--- src/rtl/timer_pkg.sv ---
// Shared types and defaults for the multi-channel tick generator.
// One-shot support is compiled in only when MULTI_TIMER_ONESHOT_EN is defined.
package timer_pkg;

    typedef enum logic {
        TMR_PERIODIC = 1'b0,
        TMR_ONESHOT  = 1'b1
    } tmr_mode_e;

    localparam int TMR_CNT_W          = 31;
    localparam int TMR_DEFAULT_PERIOD = 250_000;

    // Channel-select width; a single-channel instance still gets a 1-bit select.
    function automatic int ch_idx_w(input int n);
        return (n > 1) ? $clog2(n) : 1;
    endfunction

endpackage

--- src/rtl/timer_channel.sv ---
// Single timer channel: period register, up-counter and registered pulse/busy.
// Mode and done registers exist only when MULTI_TIMER_ONESHOT_EN is defined.
module timer_channel
    import timer_pkg::*;
#(
    parameter int CNT_W          = TMR_CNT_W,
    parameter int DEFAULT_PERIOD = TMR_DEFAULT_PERIOD
) (
    input  logic             i_clk,
    input  logic             i_rst_n,
    input  logic             i_en,
    input  logic             i_we,
    input  logic [CNT_W-1:0] i_period,
    input  logic             i_oneshot,
    output logic             o_pulse,
    output logic             o_busy
);

    logic [CNT_W-1:0] r_period;
    logic [CNT_W-1:0] r_count;
    logic             r_pulse;
    logic             r_busy;
    logic             w_tc;

    assign w_tc = (r_count == r_period);

`ifdef MULTI_TIMER_ONESHOT_EN
    tmr_mode_e r_mode;
    logic      r_done;

    // A cfg write takes priority over a coincident terminal count.
    always_ff @(posedge i_clk or negedge i_rst_n) begin
        if (!i_rst_n) begin
            r_period <= CNT_W'(DEFAULT_PERIOD);
            r_count  <= '0;
            r_pulse  <= 1'b0;
            r_busy   <= 1'b0;
            r_mode   <= TMR_PERIODIC;
            r_done   <= 1'b0;
        end else if (i_we) begin
            r_period <= i_period;
            r_mode   <= tmr_mode_e'(i_oneshot);
            r_count  <= '0;
            r_done   <= 1'b0;
            r_pulse  <= 1'b0;
            r_busy   <= i_en;
        end else if (!i_en) begin
            r_count  <= '0;
            r_done   <= 1'b0;
            r_pulse  <= 1'b0;
            r_busy   <= 1'b0;
        end else if (r_done) begin
            r_pulse  <= 1'b0;
            r_busy   <= 1'b0;
        end else if (w_tc) begin
            r_count  <= '0;
            r_pulse  <= 1'b1;
            if (r_mode == TMR_ONESHOT) begin
                r_done <= 1'b1;
                r_busy <= 1'b0;
            end else begin
                r_busy <= 1'b1;
            end
        end else begin
            r_count  <= r_count + 1'b1;
            r_pulse  <= 1'b0;
            r_busy   <= 1'b1;
        end
    end
`else
    logic w_unused_oneshot;
    assign w_unused_oneshot = i_oneshot;

    always_ff @(posedge i_clk or negedge i_rst_n) begin
        if (!i_rst_n) begin
            r_period <= CNT_W'(DEFAULT_PERIOD);
            r_count  <= '0;
            r_pulse  <= 1'b0;
            r_busy   <= 1'b0;
        end else begin
            r_busy <= i_en;
            if (i_we) begin
                r_period <= i_period;
                r_count  <= '0;
                r_pulse  <= 1'b0;
            end else if (!i_en) begin
                r_count  <= '0;
                r_pulse  <= 1'b0;
            end else if (w_tc) begin
                r_count  <= '0;
                r_pulse  <= 1'b1;
            end else begin
                r_count  <= r_count + 1'b1;
                r_pulse  <= 1'b0;
            end
        end
    end
`endif

    assign o_pulse = r_pulse;
    assign o_busy  = r_busy;

endmodule

--- src/rtl/multi_timer.sv ---
// Multi-channel tick generator: decodes cfg writes and fans out to NUM_CH channels.
// Define MULTI_TIMER_ONESHOT_EN to build the channels with one-shot support.
module multi_timer
    import timer_pkg::*;
#(
    parameter int NUM_CH         = 4,
    parameter int CNT_W          = TMR_CNT_W,
    parameter int DEFAULT_PERIOD = TMR_DEFAULT_PERIOD,
    localparam int CH_W          = ch_idx_w(NUM_CH)
) (
    input  logic              i_clk,
    input  logic              i_rst_n,
    input  logic [NUM_CH-1:0] i_ch_en,
    input  logic              i_cfg_we,
    input  logic [CH_W-1:0]   i_cfg_ch,
    input  logic [CNT_W-1:0]  i_cfg_period,
    input  logic              i_cfg_oneshot,
    output logic [NUM_CH-1:0] o_pulse,
    output logic [NUM_CH-1:0] o_busy
);

    logic              w_in_range;
    logic [NUM_CH-1:0] w_ch_we;

    // Out-of-range addresses are dropped so no channel sees the write.
    assign w_in_range = (int'(i_cfg_ch) < NUM_CH);

    genvar gi;
    generate
        for (gi = 0; gi < NUM_CH; gi++) begin : g_ch
            assign w_ch_we[gi] = i_cfg_we & w_in_range & (i_cfg_ch == CH_W'(gi));

            timer_channel #(
                .CNT_W          (CNT_W),
                .DEFAULT_PERIOD (DEFAULT_PERIOD)
            ) u_channel (
                .i_clk     (i_clk),
                .i_rst_n   (i_rst_n),
                .i_en      (i_ch_en[gi]),
                .i_we      (w_ch_we[gi]),
                .i_period  (i_cfg_period),
                .i_oneshot (i_cfg_oneshot),
                .o_pulse   (o_pulse[gi]),
                .o_busy    (o_busy[gi])
            );
        end
    endgenerate

endmodule

--- config.mk ---
export PLATFORM = sky130hd
export DESIGN_NAME = multi_timer
export DESIGN_NICKNAME = d
export VERILOG_FILES = /design/src/rtl/timer_pkg.sv /design/src/rtl/timer_channel.sv /design/src/rtl/multi_timer.sv
export SDC_FILE = /design/constraint.sdc
export NUM_CORES = 1
export LEC_CHECK = 0
export BUFFER_PORTS_ARGS = -buffer_cell sky130_fd_sc_hd__buf_4
export CELL_PAD_IN_SITES_DETAIL_PLACEMENT = 1
export CELL_PAD_IN_SITES_GLOBAL_PLACEMENT = 1
export CORE_MARGIN = 1
export CORE_UTILIZATION = 45
export DETAILED_ROUTE_END_ITERATION = 8
export HOLD_SLACK_MARGIN = 0.15
export PLACE_DENSITY_LB_ADDON = 0.25
export SLEW_MARGIN = 40
export SYNTH_ARGS = -nofsm -noshare
export SYNTH_HDL_FRONTEND = slang
export SYNTH_SLANG_ARGS = --single-unit
--- constraint.sdc ---
create_clock -name i_clk -period 1.8 [get_ports i_clk]
set_input_delay 0.09 -clock i_clk [delete_from_list [all_inputs] [get_ports i_clk]]
set_output_delay 0.09 -clock i_clk [all_outputs]
set_load 0.005 [all_outputs]
---- Yosys cells after proc, flatten, opt, wreduce, memory -nomap -nowiden ----
Index checks and enable logic that the tools add are counted.
storage, ports and cells
  register bits ........................... 256
  bits of input ports ..................... 41
  logic and storage cells ................. 56
operators by class
  add/sub/neg operators ................... 4
  eq/ne operators ......................... 7
  mux-type cells .......................... 24
  bitwise logic cells ..................... 4
  reductions and logical operators ........ 1
operators by type and width
  cell                     count
  $mux W31                 12
  $add A31 B1 Y31 const B  4
  $eq A31 B31 Y1           4
  $mux W1                  12
  $and A1 B1 Y1            4
  $eq A2 B2 Y1 const B     2
  $eq A2 B1 Y1 const B     1
  $logic_not A2 Y1         1

---- Depth between registers and ports, before layout ----
  word-level depth ........................ 4
  mapped depth ............................ 7
  gate-level depth less buffers ........... 6

---- By module ----
From an unflattened synthesis, not the netlist that was laid out.
unflattened totals
  cell total of the unflattened synthesis .. 1064
  area, all modules ....................... 12404.4 um2
modules (own cells, without submodules)
  module         times used  cells an instance  area each (um2)
  timer_channel  4           265                3091.7
  multi_timer    1           4                  37.5

---- Least setup slack after synthesis ----
OpenSTA, ideal clock, no wires.
  kind .................................... reg-to-reg
  start ................................... reg g_ch[1].u_channel.r_count[16]
  end ..................................... reg g_ch[1].u_channel.r_count[19]
  setup time .............................. 0.132 ns
  arrival ................................. 1.657 ns
  data required time ...................... 1.668 ns
  slack ................................... 0.011 ns
  stages on the path, launching flop included .. 8
  buffers on the path ..................... 2
  cells stage by stage .................... dfrtp_1 clkbuf_1 xor2_1 nor4_1 nand4_1 o21bai_1 clkbuf_1 nor2_1
between the ends
  longest elaborated chain between the ends .. 4
  elaborated cells between the ends (all ways) .. 5
RTL lines
  item                                                      line                                      source
  start, declared                                           timer_channel.sv:20                       logic [CNT_W-1:0] r_count;
  start signal, assigned                                    timer_channel.sv:93                       r_count <= r_count + 1'b1;
  $add A31 B1 Y31 / $eq A31 B31 Y1 (equally long branches)  timer_channel.sv:93, timer_channel.sv:25
  $mux W31 (*)                                              timer_channel.sv:89                       end else if (w_tc) begin
  $mux W31 (*)                                              timer_channel.sv:86                       end else if (!i_en) begin
  $mux W31 (*)                                              timer_channel.sv:82                       if (i_we) begin
Mark *: on every way between the ends. The rest lies on a longest branch, timed or not.
A chain may end at the register's enable or synchronous reset.

---- Worst setup path after layout ----
  start ................................... reg g_ch[3].u_channel.r_count[26]
  end ..................................... reg g_ch[3].u_channel.r_count[23]
between the ends
  longest elaborated chain between the ends .. 4
RTL lines
  item                    line                 source
  start, declared         timer_channel.sv:20
  start signal, assigned  timer_channel.sv:93
  $eq A31 B31 Y1          timer_channel.sv:25  assign w_tc = (r_count == r_period);
  $mux W31                timer_channel.sv:89
  $mux W31                timer_channel.sv:86
  $mux W31                timer_channel.sv:82
Every way passes these cells.

==> metrics.txt <==
status finished with violations; failing checks setup timing; initial antenna violation count 1; Nets 1,361; Pins Over Slew Limit 0; Crit path max-delay family simple AND/OR/NAND/NOR gates; fmax 511.0 MHz; synth unique cells 37; vias per cell 5.535; Critical Path AT 2390 ps; top-area cell type share of the netlist area 45.97%; Worst Path Max Fanout 6; first-pass GRT wire length 58,060 µm; layout cells sized above 1 38.31%; HP Start i_ch_en[0]; Final Hold Viols 0; Flop pwr share 46.4%; R2R depth 6; Detail Route Antenna Nets 0; CTS buffer count 29; slowest cell delay on critical path 410 ps; num ports 49; final wirelength 38,920 µm; Yosys Warn Count 0; register area share after synthesis 51.90%; most common cell in the netlist dfrtp_1; Die Area 28,250 µm²; Slew @ Worst Pin 571.2 ps; CTS clk-pin slew, worst paths 60 ps; worst r2r src g_ch[3].u_channel.r_count[26]$_DFF_PN0_; Avg Inst Size Synth 11.30 µm²; Initial DRC Count 523; Mapped Area 12,410 µm²; Clock power frac 40.0%; P per Cell Area 905.0 nW/µm²; Slew headroom 61.92%; Post-Syn Nets 1,147; detailed placement HPWL 24,680 µm; Synth Flop Type dfrtp_1; CP Data Required Time 2230 ps; worst reg-to-reg setup slack -160 ps; Sw Share 25.85%; die height 168.1 µm; Worst R2R End g_ch[3].u_channel.r_count[23]$_DFF_PN0_; TritonRoute pass-1 iters 4; worst vdd ir 624.7 µV; GPL Wtd Cong 0.8435; total of max-cap violations 0; core box area 27,030 µm²; total power 14.81 mW; Synth area leader dfrtp_1; clock sink count 256; ys async rst share 100.0%; CP Buf/Inv Count 1; CP startpoint kind register; Starting Density 45.93%; # DRC 0; fin crit share 108.7%; CP max stage cell dfrtp_1; Combinational Power Share 13.6%; worst path cell trace xor2_1 > nor4_2 > nand4_1 > o21bai_4 > clkbuf_16 > nor2_1; Worst Setup End Kind register; worst-case clock buffer depth 3; internal power 10.98 mW; Layout Utilization 60.57%; Synth Instances 1,098; Hold EP g_ch[0].u_channel.o_busy$_DFF_PN0_; Psw 3.830 mW; vias after detailed routing 9,271; synth top area cells dfrtp_1 (46%), mux2_2 (11%), xor2_1 (11%); Final Worst Setup Slack -156.9 ps; Worst-Skew Late Latency 550 ps; global route overflow 0; vias in the first global route 10,130; CTS tree done; largest net degree at the start of global routing 61; pre-CTS WS -70.96 ps; wire per inst 23.23 µm; number of port buffers 47; Yosys reg bits 256; Die Width 168.1 µm; hold depth 2; Ant. Diodes 0; Tot GR Track Use 26.99%; crit path kind reg2reg; synth cell count leaders dfrtp_1 (228), xor2_1 (150), nor2_1 (129); H-tree depth 1; Fillers 2,723; Area Growth Syn to Fin 31.88%; worst min-delay path class in2reg; min Tclk post-route 1957 ps; P_leak 7.039 nW; root buffer cell clkbuf_16; Max Clock Skew 7.793 ps; setup violators final 125; Post-synth EDFFs 0; RSZ-0062 raised after global routing true; num rows 60
layer usage:
| layer | up-vias | track usage, % | wire length, µm |
|---|---|---|---|
| met1 | 4820 | 34.08 | 15870 |
| li1 | 4196 | - | - |
| met2 | 192 | 48.12 | 20380 |
| met4 | 0 | 8.577 | 1051 |
| met5 | - | 0 | 0 |
| met3 | 63 | 3.385 | 1617 |
cell families after synthesis:
logic type | synth area share, %
XOR/XNOR | 16.30
flip-flops | 51.90
multiplexers | 11.25
adder cells (fa/ha/maj) | 0.8065
AND/OR/NAND/NOR | 16.55
AO/OA/AOI/OAI | 0.9778
buffers and inverters | 2.218
what timing repair did:
action | CTS | global route
gates resized for setup | 17 | 152
endpoints found under the setup margin | 126 | 127
setup buffers | 3 | 2
cloned | 1 | 7
hold endpoints to repair | 419 | 0
hold buffers | 43 | 0
pin swaps | 5 | 57
worst register-to-register path: stages, from the launching register on:
cell and delay (ps):
dfrtp_1 410, xor2_1 210, nor4_2 370, nand4_1 240
o21bai_4 330, clkbuf_16 230, nor2_1 50
through the flow:
stage | TNS (ps) | cells | area (µm²) | hold WS, ps
final | -11350 | 1675 | 16370 | 206.7
after floorplan | 0 | 1098 | 12410 | -205.6
after global routing | -19110 | 1675 | 16370 | 199.0
after global placement | -106.0 | 1567 | 14100 | 77.54
after detailed placement | -5027 | 1567 | 14100 | 86.90
after CTS | -3441 | 1667 | 15630 | 189.1
how the worst max path moves through the flow:
stage                                          startpoint                                      end  slack [ps]  depth (start not counted)
2_1_floorplan     g_ch[1].u_channel.r_count[16]$_DFF_PN0_  g_ch[1].u_channel.r_count[19]$_DFF_PN0_          10                          7
3_3_place_gp   g_ch[2].u_channel.r_period[17]$_DFFE_PN1P_   g_ch[2].u_channel.r_count[5]$_DFF_PN0_          -7                          7
3_5_place_dp      g_ch[1].u_channel.r_count[25]$_DFF_PN0_  g_ch[1].u_channel.r_count[13]$_DFF_PN0_         -70                          7
4_1_cts        g_ch[1].u_channel.r_period[14]$_DFFE_PN1P_  g_ch[1].u_channel.r_count[13]$_DFF_PN0_         -80                          7
5_1_grt           g_ch[0].u_channel.r_count[12]$_DFF_PN0_  g_ch[0].u_channel.r_count[24]$_DFF_PN0_        -210                          7
6_report          g_ch[3].u_channel.r_count[26]$_DFF_PN0_  g_ch[3].u_channel.r_count[23]$_DFF_PN0_        -160                          6
power groups by stage:
stage,clock (mW),combinational [mW],sequential (mW)
2_1_floorplan,0,1.03,6.80
3_3_place_gp,0,1.61,6.92
3_5_place_dp,0,1.69,6.95
4_1_cts,6.02,1.84,6.86
5_1_grt,6.26,2.16,6.93
6_report,5.93,2.01,6.87
placed cells by master, fill, tap and decap left out, types with 22 or more instances in the layout:
master and instances:
nor2_4 43, dlygate4sd3_1 43, xor2_1 148, nand2_1 45
xnor2_1 74, nor4_2 24, and3_1 22, dfstp_2 28
dfrtp_1 216, nand3_1 41, clkbuf_16 34, nor2_1 76
mux2_2 124, nand4_1 48, buf_4 169
final cells by class:
cell class                 instances  area (µm²)  area share (%)
tap                              341       426.7           2.606
sequential                       256        6456           39.44
clock buffer                      50       914.6           5.587
inverter                          13       48.80          0.2981
multi-input combinational        779        6370           38.91
timing repair buffer             233        2111           12.89
clock inverter                     3       42.54          0.2599
sequential cells by signal (all words and copies together), names as in the netlist:
signal / cells
g_ch.u_channel.o_busy: 4
g_ch.u_channel.o_pulse: 4
g_ch.u_channel.r_period: 124
g_ch.u_channel.r_count: 124
No activity file was read; power rests on OpenSTA's default activity.
